--- src/rtl/mem_port_arbiter.sv ---
// mem_port_arbiter: shares one external memory port between the fetch stage
// and the memory stage. Data requests win over fetch, but a fetch that is
// kept waiting sees at most MAX_DM_STREAK data grants before it is served.
//
// state    | meaning
// ---------+-----------------------------------------------------------
// ST_IDLE  | no transaction outstanding, arbitrating the two requesters
// ST_REQ   | mem_req high with fields frozen, waiting for mem_gnt
// ST_RSP   | request accepted, waiting for mem_rvalid
module mem_port_arbiter #(
    parameter int ADDR_W        = 32,
    parameter int DATA_W        = 32,
    parameter int MAX_DM_STREAK = 4
) (
    input  logic                clk,
    input  logic                rst,

    input  logic                if_req,
    input  logic [ADDR_W-1:0]   if_addr,
    output logic [DATA_W-1:0]   if_rdata,
    output logic                if_rvalid,
    output logic                if_stall,

    input  logic                dm_req,
    input  logic                dm_we,
    input  logic [DATA_W/8-1:0] dm_be,
    input  logic [ADDR_W-1:0]   dm_addr,
    input  logic [DATA_W-1:0]   dm_wdata,
    output logic [DATA_W-1:0]   dm_rdata,
    output logic                dm_rvalid,
    output logic                dm_stall,

    output logic                mem_req,
    output logic                mem_we,
    output logic [DATA_W/8-1:0] mem_be,
    output logic [ADDR_W-1:0]   mem_addr,
    output logic [DATA_W-1:0]   mem_wdata,
    input  logic                mem_gnt,
    input  logic                mem_rvalid,
    input  logic [DATA_W-1:0]   mem_rdata
);

    localparam int BE_W = DATA_W / 8;

    localparam logic [1:0] ST_IDLE = 2'd0;
    localparam logic [1:0] ST_REQ  = 2'd1;
    localparam logic [1:0] ST_RSP  = 2'd2;

    localparam logic OWN_IF = 1'b0;
    localparam logic OWN_DM = 1'b1;

    // Streak limit fits in 4 bits (legal range 1..15).
    localparam logic [3:0] STREAK_LIMIT = 4'(MAX_DM_STREAK);

    logic [1:0]        state_q,     state_d;
    logic              owner_q,     owner_d;
    logic [3:0]        streak_q,    streak_d;
    logic              mem_req_q,   mem_req_d;
    logic              mem_we_q,    mem_we_d;
    logic [BE_W-1:0]   mem_be_q,    mem_be_d;
    logic [ADDR_W-1:0] mem_addr_q,  mem_addr_d;
    logic [DATA_W-1:0] mem_wdata_q, mem_wdata_d;
    logic [DATA_W-1:0] if_rdata_q,  if_rdata_d;
    logic              if_rvalid_q, if_rvalid_d;
    logic [DATA_W-1:0] dm_rdata_q,  dm_rdata_d;
    logic              dm_rvalid_q, dm_rvalid_d;

    logic grant_dm;
    logic grant_if;

    // Next-state logic: arbitration in IDLE, handshake in REQ, completion in RSP.
    always_comb begin
        state_d     = state_q;
        owner_d     = owner_q;
        streak_d    = streak_q;
        mem_req_d   = mem_req_q;
        mem_we_d    = mem_we_q;
        mem_be_d    = mem_be_q;
        mem_addr_d  = mem_addr_q;
        mem_wdata_d = mem_wdata_q;
        if_rdata_d  = if_rdata_q;
        dm_rdata_d  = dm_rdata_q;
        if_rvalid_d = 1'b0;
        dm_rvalid_d = 1'b0;
        grant_dm    = 1'b0;
        grant_if    = 1'b0;

        case (state_q)
            ST_IDLE: begin
                grant_dm = dm_req && (!if_req || (streak_q < STREAK_LIMIT));
                grant_if = !grant_dm && if_req;

                // A fetch that is not waiting has no streak to protect.
                if (!if_req) begin
                    streak_d = 4'd0;
                end

                if (grant_dm) begin
                    owner_d     = OWN_DM;
                    mem_req_d   = 1'b1;
                    mem_we_d    = dm_we;
                    mem_be_d    = dm_be;
                    mem_addr_d  = dm_addr;
                    mem_wdata_d = dm_wdata;
                    state_d     = ST_REQ;
                    if (if_req && (streak_q < STREAK_LIMIT)) begin
                        streak_d = streak_q + 4'd1;
                    end
                end else if (grant_if) begin
                    owner_d     = OWN_IF;
                    mem_req_d   = 1'b1;
                    mem_we_d    = 1'b0;
                    mem_be_d    = '1;
                    mem_addr_d  = if_addr;
                    mem_wdata_d = '0;
                    streak_d    = 4'd0;
                    state_d     = ST_REQ;
                end
            end

            ST_REQ: begin
                // Responses are only meaningful once the bus has accepted us.
                if (mem_gnt) begin
                    mem_req_d = 1'b0;
                    state_d   = ST_RSP;
                end
            end

            ST_RSP: begin
                if (mem_rvalid) begin
                    if (owner_q == OWN_DM) begin
                        dm_rvalid_d = 1'b1;
                        dm_rdata_d  = mem_we_q ? '0 : mem_rdata;
                    end else begin
                        if_rvalid_d = 1'b1;
                        if_rdata_d  = mem_rdata;
                    end
                    state_d = ST_IDLE;
                end
            end

            default: begin
                state_d = ST_IDLE;
            end
        endcase
    end

    // State and output registers with synchronous reset.
    always_ff @(posedge clk) begin
        if (rst) begin
            state_q     <= ST_IDLE;
            owner_q     <= OWN_IF;
            streak_q    <= 4'd0;
            mem_req_q   <= 1'b0;
            mem_we_q    <= 1'b0;
            mem_be_q    <= '0;
            mem_addr_q  <= '0;
            mem_wdata_q <= '0;
            if_rdata_q  <= '0;
            if_rvalid_q <= 1'b0;
            dm_rdata_q  <= '0;
            dm_rvalid_q <= 1'b0;
        end else begin
            state_q     <= state_d;
            owner_q     <= owner_d;
            streak_q    <= streak_d;
            mem_req_q   <= mem_req_d;
            mem_we_q    <= mem_we_d;
            mem_be_q    <= mem_be_d;
            mem_addr_q  <= mem_addr_d;
            mem_wdata_q <= mem_wdata_d;
            if_rdata_q  <= if_rdata_d;
            if_rvalid_q <= if_rvalid_d;
            dm_rdata_q  <= dm_rdata_d;
            dm_rvalid_q <= dm_rvalid_d;
        end
    end

    assign mem_req   = mem_req_q;
    assign mem_we    = mem_we_q;
    assign mem_be    = mem_be_q;
    assign mem_addr  = mem_addr_q;
    assign mem_wdata = mem_wdata_q;
    assign if_rdata  = if_rdata_q;
    assign if_rvalid = if_rvalid_q;
    assign dm_rdata  = dm_rdata_q;
    assign dm_rvalid = dm_rvalid_q;

    // Stalls release in the completion cycle so the stage can advance.
    assign if_stall = if_req & ~if_rvalid_q;
    assign dm_stall = dm_req & ~dm_rvalid_q;

endmodule
--- config.mk ---
export PLATFORM = sky130hd
export DESIGN_NAME = mem_port_arbiter
export DESIGN_NICKNAME = d
export VERILOG_FILES = /design/src/rtl/mem_port_arbiter.sv
export SDC_FILE = /design/constraint.sdc
export NUM_CORES = 1
export LEC_CHECK = 0
export ABC_AREA = 1
export BUFFER_PORTS_ARGS = -buffer_cell sky130_fd_sc_hd__buf_2
export CORE_ASPECT_RATIO = 0.7
export CORE_MARGIN = 1
export CORE_UTILIZATION = 35
export DETAILED_ROUTE_END_ITERATION = 7
export GPL_TIMING_DRIVEN = 0
export PLACE_DENSITY_LB_ADDON = 0.1
export RECOVER_POWER = 50
export SETUP_SLACK_MARGIN = 0.02
export SLEW_MARGIN = 5
export SYNTH_ARGS = -nofsm -noshare
export SYNTH_HDL_FRONTEND = slang
export SYNTH_SLANG_ARGS = --single-unit
--- constraint.sdc ---
create_clock -name clk -period 1.57 [get_ports clk]
set_clock_uncertainty 0.1 [all_clocks]
set_input_delay 0.314 -clock clk [delete_from_list [all_inputs] [get_ports clk]]
set_output_delay 0.314 -clock clk [all_outputs]
set_load 0.02 [all_outputs]
==> results.py, run 1 <==
metrics = {
    "floorplanning": {
        "floorplan.die_area_um2": 16800,
        "floorplan.io_pins": 277,
        "initial_core_util": 0.363,
        "die_w_um": 155,
        "core.rowCount": 38,
        "die_height_um": 109,
        "fp.coreArea_um2": 15700,
    },
    "routing": {
        "totalWireLength_um": 19100,
        "detail-route-antenna-nets": 0,
        "detailedRoute.firstPassIterationCount": 4,
        "via_count": 6240,
        "drt_iter0_markers": 408,
        "drcViolationCount": 0,
        "drt-vias-per-instance": 4.77,
        "wire_per_inst_um": 14.6,
    },
    "critical_path": {
        "slowest_delay_ns": 0.35,
        "worst_r2r_path_depth": 6,
        "crit_path_start_kind": "register",
        "critPathMostFrequentCell": "sky130_fd_sc_hd__buf_4",
        "criticalPathCategory": "reg2reg",
        "cp_data_required_time_ns": 1.82,
        "rr_endpoint": "dm_rdata[2]",
        "worst_setup_path_end_kind": "register",
        "reg2reg_from": "state_q[0]",
        "worst-endpoint-arrival_ns": 1.73,
        "cp_cell_sequence": "buf_4, nor2_4, nand4_1, buf_4, buf_4, o21ai_0",
        "worst_path_slowest_cell": "sky130_fd_sc_hd__dfxtp_4",
        "worst-path-max-fanout": 10,
        "r2r_setup_slack_ns": 0.09,
    },
    "synthesis": {
        "area_of_the_mapped_netlist_um2": 5700,
        "synth_cell_types": 19,
        "dominant_combinational_cell_family_by_area_after_synthesis": "simple AND/OR/NAND/NOR gates",
        "net_count_after_synthesis": 927,
        "postSynthCellCount": 787,
        "ys_warn_count": 0,
        "ys_seq_area_frac": 0.502,
        "synthXorXnorAreaFrac": 0,
        "compound_cell_area_share_of_the_yosys_netlist": 0.0957,
        "synth-seq-cells": 143,
        "synth_fa_ha_area_frac": 0.00220,
        "synth.mux.area_fraction": 0,
        "syn-mean-instance-area_um2": 7.24,
        "synth-simple-area-share": 0.324,
    },
    "grt": {
        "global_route_wire_length_before_repair_um": 29200,
        "grt_antenna_before_repair": 0,
        "first_global_vias": 5689,
        "globalRouteTotalUtil": 0.223,
        "pin_count_of_the_biggest_net_entering_global_routing": 17,
        "grt.overflow.total": 0,
    },
    "pwr": {
        "static-leakage-power_nw": 4.16,
        "max-vdd-ir-drop_v": 0.000617,
        "p_per_area_nw_per_um2": 1120,
        "total_power_mw": 9.11,
    },
    "clock_network": {
        "clock_tree.root_cell": "sky130_fd_sc_hd__clkbuf_16",
        "htree_num_levels": 4,
        "tritoncts": "done",
        "worst_skew_pair.late_latency_ns": 0.42,
        "clock_transition_at_path_regs_ns": 0.06,
        "numClockSinks": 143,
        "cts-root-to-sink-buffers": 2,
        "cts_made_buffers": 17,
    },
    "placed_design": {
        "dp_hpwl_um": 14200,
        "place_ws_ns": -0.509,
        "gpl.final_weighted_congestion": 0.846,
        "port_buffers": 274,
    },
    "status": {
        "status": "finished clean",
    },
    "timing": {
        "fmax_mhz": 678,
        "timing.final.ws_setup_ns": 0.0942,
        "tcrit_tclk_final": 0.940,
        "finalHoldViolCount": 0,
        "slew_headroom": 0.648,
        "setup-violations-final": 0,
        "final.min_clock_period_ns": 1.48,
        "worstMarginPinSlew_ns": 0.527,
        "slew_viol_final": 0,
    },
    "hold_path": {
        "holdPathStages": 3,
        "worstHoldStart": "dm_be[1]",
        "timing.hold.worst.class": "in2reg",
        "holdPathEnd": "mem_be[1]",
    },
    "cells_and_area": {
        "drive_gt1_frac": 0.336,
        "fillerInstances": 1638,
        "n_antenna_cell": 0,
        "layout.cells.most_common": "sky130_fd_sc_hd__buf_2",
        "flow.area_growth_from_synthesis_pct": 43.3,
        "layout_common_cells": "sky130_fd_sc_hd__buf_2 (289), sky130_fd_sc_hd__nand2_1 (205), sky130_fd_sc_hd__dfxtp_1 (141)",
        "finish.net_count": 1235,
    },
    "run": {
        "max_capacitance_violation_total": 0,
    },
}
[cell usage after synthesis]
master                       n  area share
sky130_fd_sc_hd__a21oi_1    72       0.063
sky130_fd_sc_hd__buf_1       5      0.0033
sky130_fd_sc_hd__buf_2      13       0.011
sky130_fd_sc_hd__buf_4       5      0.0066
sky130_fd_sc_hd__clkbuf_1   38       0.025
sky130_fd_sc_hd__dfxtp_1   143        0.50
sky130_fd_sc_hd__ha_1        1      0.0022
sky130_fd_sc_hd__inv_1      42       0.028
sky130_fd_sc_hd__inv_2       3      0.0020
sky130_fd_sc_hd__nand2_1   209        0.14
sky130_fd_sc_hd__nand3_1   101       0.089
sky130_fd_sc_hd__nand3_2     1      0.0018
sky130_fd_sc_hd__nand4_1    33       0.036
sky130_fd_sc_hd__nor2_1     80       0.053
sky130_fd_sc_hd__nor2_2      1      0.0011
sky130_fd_sc_hd__nor2_8      1      0.0035
sky130_fd_sc_hd__nor3_1      1     0.00088
sky130_fd_sc_hd__o21ai_0    37       0.032
sky130_fd_sc_hd__or2_2       1      0.0011
[logic make-up (layout without fill, tap and decap cells)]
family	after synthesis	in the layout
AO/OA/AOI/OAI	109	109
adder cells (fa/ha/maj)	1	1
buffers and inverters	106	427
flip-flops	143	143
AND/OR/NAND/NOR	428	428
[how the worst max path moves through the flow]
stage          startpoint      endpoint  slack (ns)  cells after the start
2_1_floorplan      dm_req  mem_addr[24]        0.19                     10
3_3_place_gp          rst   if_rdata[0]       -0.49                      4
3_5_place_dp          rst   if_rdata[4]       -0.51                      4
4_1_cts        state_q[1]  dm_rdata[28]        0.02                      5
5_1_grt        state_q[0]  dm_rdata[11]      -0.005                      6
6_report       state_q[0]   dm_rdata[2]        0.09                      6
[sequential cells by signal, summed over array words and instances (netlist names)]
name       cells
dm_rdata      32
dm_rvalid      1
if_rdata      32
if_rvalid      1
mem_addr      32
mem_be         4
mem_req        1
mem_wdata     32
mem_we         1
owner_q        1
state_q        2
streak_q       4
[worst max-delay path: cells and delay by family (launching register included)]
family	cells	cell delay (ns)
buffers and inverters	3	0.48
flip-flops	1	0.35
AND/OR/NAND/NOR	2	0.33
AO/OA/AOI/OAI	1	0.14
[per-layer routing]
layer	vias up	GRT usage	wire, um
met5	-	0	0
met4	0	0.0707	252
met3	17	0.0751	1370
met2	185	0.334	8020
met1	2853	0.302	9460
li1	3185	-	-
[report_power, final]
part | leakage (nW) | internal, mW | switching (mW)
sequential | 1.17 | 3.82 | 0.0919
clock | 0.259 | 2.06 | 1.60
combinational | 2.73 | 0.589 | 0.955
total | 4.16 | 6.46 | 2.65
[final cells by class]
class                      instances  area, um2  share of cell area
clock buffer                      19        443              0.0543
inverter                          45        169              0.0207
sequential                       143       2870               0.351
multi-input combinational        538       2460               0.302
tap                              200        250              0.0307
clock inverter                    13       91.3              0.0112
buffer                            60        330              0.0405
timing repair buffer             290       1550               0.190
[what timing repair did]
item | CTS | global route
resized for setup | 24 | 49
endpoints found under the hold margin | 2 | 0
gates cloned | 0 | 3
setup endpoints to repair | 134 | 130
pin swaps | 1 | 5
buffers inserted | 1 | 10
hold buffers | 2 | 0
[through the flow]
| step | hold slack (ns) | instances | util | setup TNS [ns] | instance area (um2) |
|---|---|---|---|---|---|
| 6_report | 0.0146 | 1308 | 0.520 | 0 | 8160 |
| 4_1_cts | 0.00641 | 1296 | 0.506 | 0 | 7940 |
| 3_5_place_dp | 0.352 | 1261 | 0.467 | -35.85 | 7320 |
| 2_1_floorplan | 0.335 | 787 | - | 0 | 5700 |
| 3_3_place_gp | 0.347 | 1261 | 0.467 | -37.23 | 7320 |
| 5_1_grt | 0.0213 | 1308 | 0.520 | -0.0104 | 8160 |
No activity file was read; power rests on OpenSTA's default activity.
==> run 2: changes to the inputs <==
--- a/config.mk
+++ b/config.mk
@@ -6,11 +6,13 @@
 export NUM_CORES = 1
 export LEC_CHECK = 0
 export ABC_AREA = 1
+export ABC_CLOCK_PERIOD_IN_PS = 1570
 export BUFFER_PORTS_ARGS = -buffer_cell sky130_fd_sc_hd__buf_2
 export CORE_ASPECT_RATIO = 0.7
 export CORE_MARGIN = 1
 export CORE_UTILIZATION = 35
 export DETAILED_ROUTE_END_ITERATION = 7
+export GPL_ROUTABILITY_DRIVEN = 0
 export GPL_TIMING_DRIVEN = 0
 export PLACE_DENSITY_LB_ADDON = 0.1
 export RECOVER_POWER = 50
==> constraint.sdc (replaced) <==
create_clock -name clk -period 1.57 [get_ports clk]
set_clock_uncertainty 0.1 [all_clocks]
set_input_delay 0 -clock clk [delete_from_list [all_inputs] [get_ports clk]]
set_output_delay 0 -clock clk [all_outputs]
set_load 0.02 [all_outputs]
==> run 2 against run 1 <==
  * Critical path depth increased by 2
  * Maximum frequency decreased by 2.7%
  * Register-to-register slack got worse by 0.04 ns
  * Largest cell class is now buffers
  * Utilization increased by 7.4 points
  * Combinational power increased by 15%
  * Total power increased by 2.6%
  * Hold slack improved by 0.17 ns
  * Sequential share of layout area decreased by 4.4 points
  * Clock-buffer cell count unchanged
==> results.py, run 2 (same netlist as run 1, synthesis figures left out) <==
metrics = {
    "status": {
        "status": "finished clean",
    },
    "placed_design": {
        "port_buffers": 274,
        "placed_cells_incl_taps": 1261,
        "dp_hpwl_um": 14200,
        "detailed_place.area_um2": 7320,
    },
    "critical_path": {
        "timing.critical_path.depth": 8,
        "worstPathBufferInverterCount": 3,
        "worst_path_slowest_cell": "sky130_fd_sc_hd__dfxtp_4",
        "slowest_delay_ns": 0.36,
        "cp-startpoint": "state_q[0]",
        "reg2reg_from": "state_q[0]",
        "worst_setup_path_end_kind": "register",
        "cp_data_required_time_ns": 1.82,
        "cp_cell_sequence": "nor2_4, nand2_2, buf_6, nor2_8, buf_12, buf_8, nand2_1, a21oi_2",
        "critical_path.top_delay_family": "simple AND/OR/NAND/NOR gates",
        "worst-path-max-fanout": 10,
        "criticalPathCategory": "reg2reg",
        "worst-endpoint-arrival_ns": 1.77,
        "crit_path_start_kind": "register",
        "worst_r2r_path_depth": 8,
    },
    "cells_and_area": {
        "area_of_the_multi_input_gates_um2": 2470,
        "layout.cells.most_common": "sky130_fd_sc_hd__nand2_1",
        "drive_gt1_frac": 0.189,
        "fillerInstances": 1550,
        "flow.area_growth_from_synthesis_pct": 63.7,
        "layout.area.seq_um2": 2870,
        "instances_no_fill": 1442,
        "finish.net_count": 1368,
        "layout_common_cells": "sky130_fd_sc_hd__nand2_1 (205), sky130_fd_sc_hd__clkbuf_1 (159), sky130_fd_sc_hd__buf_2 (154)",
        "finish.instance_area_um2": 9330,
    },
    "timing": {
        "tcrit_tclk_final": 0.966,
        "finalHoldViolCount": 0,
        "slew_viol_final": 0,
        "fmax_mhz": 659,
        "final.min_clock_period_ns": 1.52,
        "worstMarginPinSlew_ns": 0.566,
        "slew_headroom": 0.623,
        "setup-violations-final": 0,
    },
    "hold_path": {
        "worstHoldStart": "rst",
        "timing.hold.worst.class": "in2reg",
        "holdPathStages": 3,
    },
    "grt": {
        "globalRouteTotalUtil": 0.246,
        "grt_antenna_before_repair": 1,
        "pin_count_of_the_biggest_net_entering_global_routing": 17,
        "grt.overflow.total": 0,
        "global_route_wire_length_before_repair_um": 32400,
        "first_global_vias": 6464,
    },
    "floorplanning": {
        "core.rowCount": 38,
        "initial_core_util": 0.363,
        "floorplan.die_area_um2": 16800,
        "die_height_um": 109,
        "die_w_um": 155,
        "fp.coreArea_um2": 15700,
        "floorplan.io_pins": 277,
    },
    "routing": {
        "drcViolationCount": 0,
        "wire_per_inst_um": 14.6,
        "detailedRoute.firstPassIterationCount": 5,
        "detail-route-antenna-nets": 0,
        "totalWireLength_um": 21100,
        "drt_iter0_markers": 463,
        "via_count": 6931,
        "drt-vias-per-instance": 4.81,
    },
    "pwr": {
        "max-vdd-ir-drop_v": 0.000620,
        "p_per_area_nw_per_um2": 1000,
        "static-leakage-power_nw": 4.14,
    },
    "clock_network": {
        "cts-root-to-sink-buffers": 2,
        "clock_tree.root_cell": "sky130_fd_sc_hd__clkbuf_16",
        "numClockSinks": 143,
        "cts_made_buffers": 17,
        "tritoncts": "done",
        "clock_transition_at_path_regs_ns": 0.06,
        "htree_num_levels": 4,
        "worst_skew_pair.late_latency_ns": 0.42,
    },
    "run": {
        "max_capacitance_violation_total": 0,
    },
}
==> run 2: changes by cell type in the layout (fill, tap and decap cells not counted) <==
cell	before	now
sky130_fd_sc_hd__a21oi_2	2	3
sky130_fd_sc_hd__o21ai_1	0	1
sky130_fd_sc_hd__o21ai_0	37	36
sky130_fd_sc_hd__clkbuf_16	19	18
sky130_fd_sc_hd__a21oi_1	70	69
sky130_fd_sc_hd__clkbuf_2	6	5
sky130_fd_sc_hd__clkbuf_1	22	159
sky130_fd_sc_hd__dlygate4sd3_1	2	137
sky130_fd_sc_hd__buf_4	15	12
sky130_fd_sc_hd__diode_2	0	1
sky130_fd_sc_hd__buf_12	1	2
sky130_fd_sc_hd__buf_2	289	154
==> run 2: area by class of cell <==
cell class                 count  share of cell area
antenna                        1            0.000268
inverter                      45              0.0181
buffer                        60              0.0357
timing repair buffer         423               0.290
clock inverter                13             0.00979
tap                          200              0.0268
sequential                   143               0.307
clock buffer                  19              0.0475
multi-input combinational    538               0.265
==> run 2: worst reg2reg max path, delay by kind of cell, from the launching register on <==
family,cells,cell delay [ns]
and+or+nand+nor,4,0.45
buffers and inverters,3,0.40
DFF,1,0.36
AOI/OAI and AO/OA,1,0.13
==> run 2: final timing paths <==
path / end / slack (ns)
worst max register to register: mem_wdata[10] / 0.05
worst min-delay path: mem_wdata[23] / 0.19
worst min register to register: if_rdata[20] / 0.36
worst max-delay path: mem_wdata[10] / 0.05
==> run 2: report_power, final <==
| group | switching [mW] | leakage (nW) | internal, mW |
|---|---|---|---|
| clock | 1.60 | 0.259 | 2.06 |
| combinational | 1.02 | 2.71 | 0.754 |
| sequential | 0.100 | 1.17 | 3.82 |
==> run 2: stage by stage <==
stage / utilization / TNS, ns / hold slack [ns] / total power [mW] / setup WS, ns
3_3_place_gp: 0.467 / -14.51 / 0.109 / 5.41 / -0.177
5_1_grt: 0.594 / -0.0183 / 0.242 / 9.82 / -0.00969
2_1_floorplan: - / 0 / 0.0207 / 4.83 / 0.212
3_5_place_dp: 0.467 / -13.32 / 0.114 / 5.41 / -0.195
4_1_cts: 0.592 / 0 / 0.184 / 9.37 / 0.0190
6_report: 0.594 / 0 / 0.189 / 9.35 / 0.0536
==> run 2: layer usage <==
metal	routed length, um	up-vias	track usage
li1	-	3454	-
met1	9750	3158	0.315
met2	9310	272	0.386
met3	1450	47	0.0727
met4	574	0	0.110
met5	0	-	0
==> run 2: what timing repair did <==
item,CTS,global route
buffers inserted,1,9
pin swaps,1,4
hold buffers,137,0
endpoints found under the hold margin,139,0
gates resized for setup,23,50
setup endpoints to repair,128,131
cloned,0,2
==> run 3: changes to the inputs <==
--- a/config.mk
+++ b/config.mk
@@ -6,7 +6,7 @@
 export NUM_CORES = 1
 export LEC_CHECK = 0
 export ABC_AREA = 1
-export ABC_CLOCK_PERIOD_IN_PS = 1570
+export ABC_CLOCK_PERIOD_IN_PS = 1600
 export BUFFER_PORTS_ARGS = -buffer_cell sky130_fd_sc_hd__buf_2
 export CORE_ASPECT_RATIO = 0.7
 export CORE_MARGIN = 1
==> constraint.sdc (replaced) <==
create_clock -name clk -period 1.6 [get_ports clk]
set_clock_uncertainty 0.1 [all_clocks]
set_input_delay 0 -clock clk [delete_from_list [all_inputs] [get_ports clk]]
set_output_delay 0 -clock clk [all_outputs]
set_load 0.02 [all_outputs]
==> run 3 against run 2 <==
  * Maximum frequency rose by 0.32%
  * Final area fell by 0.91%
  * Utilization fell by 0.54 points
  * Register-to-register slack improved by 0.03 ns
  * Die area did not move
  * Global-route usage barely moved
  * Critical path type unchanged
  * Critical endpoint is now mem_we
  * Highest routed layer unchanged
==> results.py, run 3 (same netlist as run 1, synthesis figures left out) <==
metrics = {
    "floorplanning": {
        "core.rowCount": 38,
        "floorplan.die_area_um2": 16800,
        "floorplan.io_pins": 277,
        "fp.coreArea_um2": 15700,
        "die_height_um": 109,
        "initial_core_util": 0.363,
        "die_w_um": 155,
    },
    "critical_path": {
        "worstPathBufferInverterCount": 3,
        "cp_data_required_time_ns": 1.78,
        "worst-path-max-fanout": 10,
        "worst-endpoint-arrival_ns": 1.69,
        "worst_path_slowest_cell": "sky130_fd_sc_hd__dfxtp_4",
        "cp_cell_sequence": "nor2_4, nand2_1, buf_6, buf_4, clkbuf_4, nand2_1, a21oi_1",
        "slowest_delay_ns": 0.37,
        "critical_path.top_delay_family": "buffers and inverters",
        "worst_setup_path_end_kind": "register",
        "crit_path_start_kind": "register",
        "reg2reg_from": "state_q[0]",
        "criticalPathCategory": "reg2reg",
        "cp-startpoint": "state_q[0]",
        "critPathMostFrequentCell": "sky130_fd_sc_hd__nand2_1",
    },
    "routing": {
        "via_count": 6877,
        "drt-vias-per-instance": 4.78,
        "wire_per_inst_um": 14.5,
        "drt_iter0_markers": 414,
        "totalWireLength_um": 20900,
        "drcViolationCount": 0,
        "detail-route-antenna-nets": 0,
        "detailedRoute.firstPassIterationCount": 5,
    },
    "cells_and_area": {
        "flow.area_growth_from_synthesis_pct": 62.2,
        "layout.cells.most_common": "sky130_fd_sc_hd__nand2_1",
        "utilization": 0.589,
        "drive_gt1_frac": 0.183,
        "finish.net_count": 1365,
        "layout_common_cells": "sky130_fd_sc_hd__nand2_1 (207), sky130_fd_sc_hd__clkbuf_1 (159), sky130_fd_sc_hd__buf_2 (153)",
    },
    "placed_design": {
        "port_buffers": 274,
        "dp_hpwl_um": 14200,
    },
    "grt": {
        "pin_count_of_the_biggest_net_entering_global_routing": 17,
        "first_global_vias": 6465,
        "globalRouteTotalUtil": 0.246,
        "grt_antenna_before_repair": 1,
        "grt.overflow.total": 0,
        "global_route_wire_length_before_repair_um": 32300,
    },
    "timing": {
        "tcrit_tclk_final": 0.945,
        "slew_headroom": 0.610,
        "grt_setup_unrepaired": "true",
        "worstMarginPinSlew_ns": 0.585,
        "final.min_clock_period_ns": 1.51,
        "finalHoldViolCount": 0,
        "fmax_mhz": 662,
        "setup-violations-final": 0,
        "post_route_setup_tns_ns": 0,
        "hold_ws_ns": 0.176,
        "slew_viol_final": 0,
    },
    "clock_network": {
        "cts_made_buffers": 17,
        "clock_transition_at_path_regs_ns": 0.06,
        "numClockSinks": 143,
        "htree_num_levels": 4,
        "cts-root-to-sink-buffers": 2,
        "clock_tree.root_cell": "sky130_fd_sc_hd__clkbuf_16",
        "tritoncts": "done",
        "worst_skew_pair.late_latency_ns": 0.42,
    },
    "run": {
        "max_capacitance_violation_total": 0,
    },
    "pwr": {
        "static-leakage-power_nw": 4.11,
        "seq_power_share": 0.420,
        "p_sw_mw": 2.67,
        "swShare": 0.291,
        "p_int_mw": 6.48,
        "p_per_area_nw_per_um2": 989,
        "total_power_mw": 9.14,
        "power.clock.fraction": 0.394,
        "max-vdd-ir-drop_v": 0.000606,
        "power.combinational.fraction": 0.186,
    },
    "hold_path": {
        "worstHoldStart": "rst",
        "timing.hold.worst.class": "in2reg",
    },
    "status": {
        "status": "finished clean",
    },
}
==> run 3: cell types whose count changed in the layout (fill, tap and decap cells not counted), moves of 2 or more <==
| cell | delta |
|---|---|
| sky130_fd_sc_hd__a21oi_2 | -3 |
| sky130_fd_sc_hd__nand2_1 | +2 |
| sky130_fd_sc_hd__a21oi_1 | +3 |
| sky130_fd_sc_hd__clkbuf_2 | +3 |
| sky130_fd_sc_hd__buf_12 | -2 |
==> run 3: what timing repair did <==
item / 4_1_cts / 5_1_grt
endpoints found under the setup margin: 122 / 126
pin swaps: 1 / 4
gates resized for setup: 15 / 51
hold buffers: 137 / 0
gates cloned: 0 / 1
setup buffers: 1 / 6
hold endpoints to repair: 139 / 0
==> run 3: power groups by stage <==
| stage | combinational (mW) | sequential, mW | clock, mW |
|---|---|---|---|
| floorplan | 0.621 | 4.12 | 0 |
| global placement | 1.40 | 3.90 | 0 |
| detailed placement | 1.40 | 3.91 | 0 |
| CTS | 1.68 | 3.83 | 3.67 |
| global route | 1.86 | 3.86 | 3.87 |
| finish | 1.70 | 3.84 | 3.60 |
==> run 3: layer usage <==
| layer | wire [um] | track usage | up-vias |
|---|---|---|---|
| met1 | 9870 | 0.315 | 3127 |
| met5 | 0 | 0 | - |
| met3 | 1370 | 0.0727 | 45 |
| li1 | - | - | 3450 |
| met4 | 549 | 0.110 | 0 |
| met2 | 9130 | 0.386 | 255 |
==> run 3: path summary, 6_finish.rpt <==
| kind | end | slack (ns) | depth (start not counted) |
|---|---|---|---|
| setup / recovery | mem_we | 0.09 | 7 |
| hold / removal | mem_wdata[16] | 0.18 | 3 |
| setup reg to reg | mem_we | 0.09 | 7 |
| hold reg to reg | if_rdata[18] | 0.36 | 2 |
==> run 3: tightest hold or removal path, cell delays in order <==
cell	delay (ns)
sky130_fd_sc_hd__clkbuf_1	0.21
sky130_fd_sc_hd__clkbuf_1	0.28
sky130_fd_sc_hd__a21oi_1	0.16
==> run 3: layout make-up <==
cell class / instances / area [um2]
fillers: 1555 / 6450
flip-flops and latches: 143 / 2870
repair buffers: 419 / 2650
multi-input cells: 538 / 2440
clock buffers: 19 / 443
plain buffers: 61 / 329
well taps: 200 / 250
inverters: 45 / 169
clock inverters: 13 / 91.3
diodes: 1 / 2.50
==> run 3: metrics by stage <==
| stage | setup slack [ns] | instance area, um2 | cells |
|---|---|---|---|
| 6_report | 0.0885 | 9240 | 1439 |
| 5_1_grt | 0.00391 | 9240 | 1439 |
| 4_1_cts | 0.0362 | 9280 | 1431 |
| 3_5_place_dp | -0.165 | 7320 | 1261 |
| 3_3_place_gp | -0.147 | 7320 | 1261 |
| 2_1_floorplan | 0.242 | 5700 | 787 |
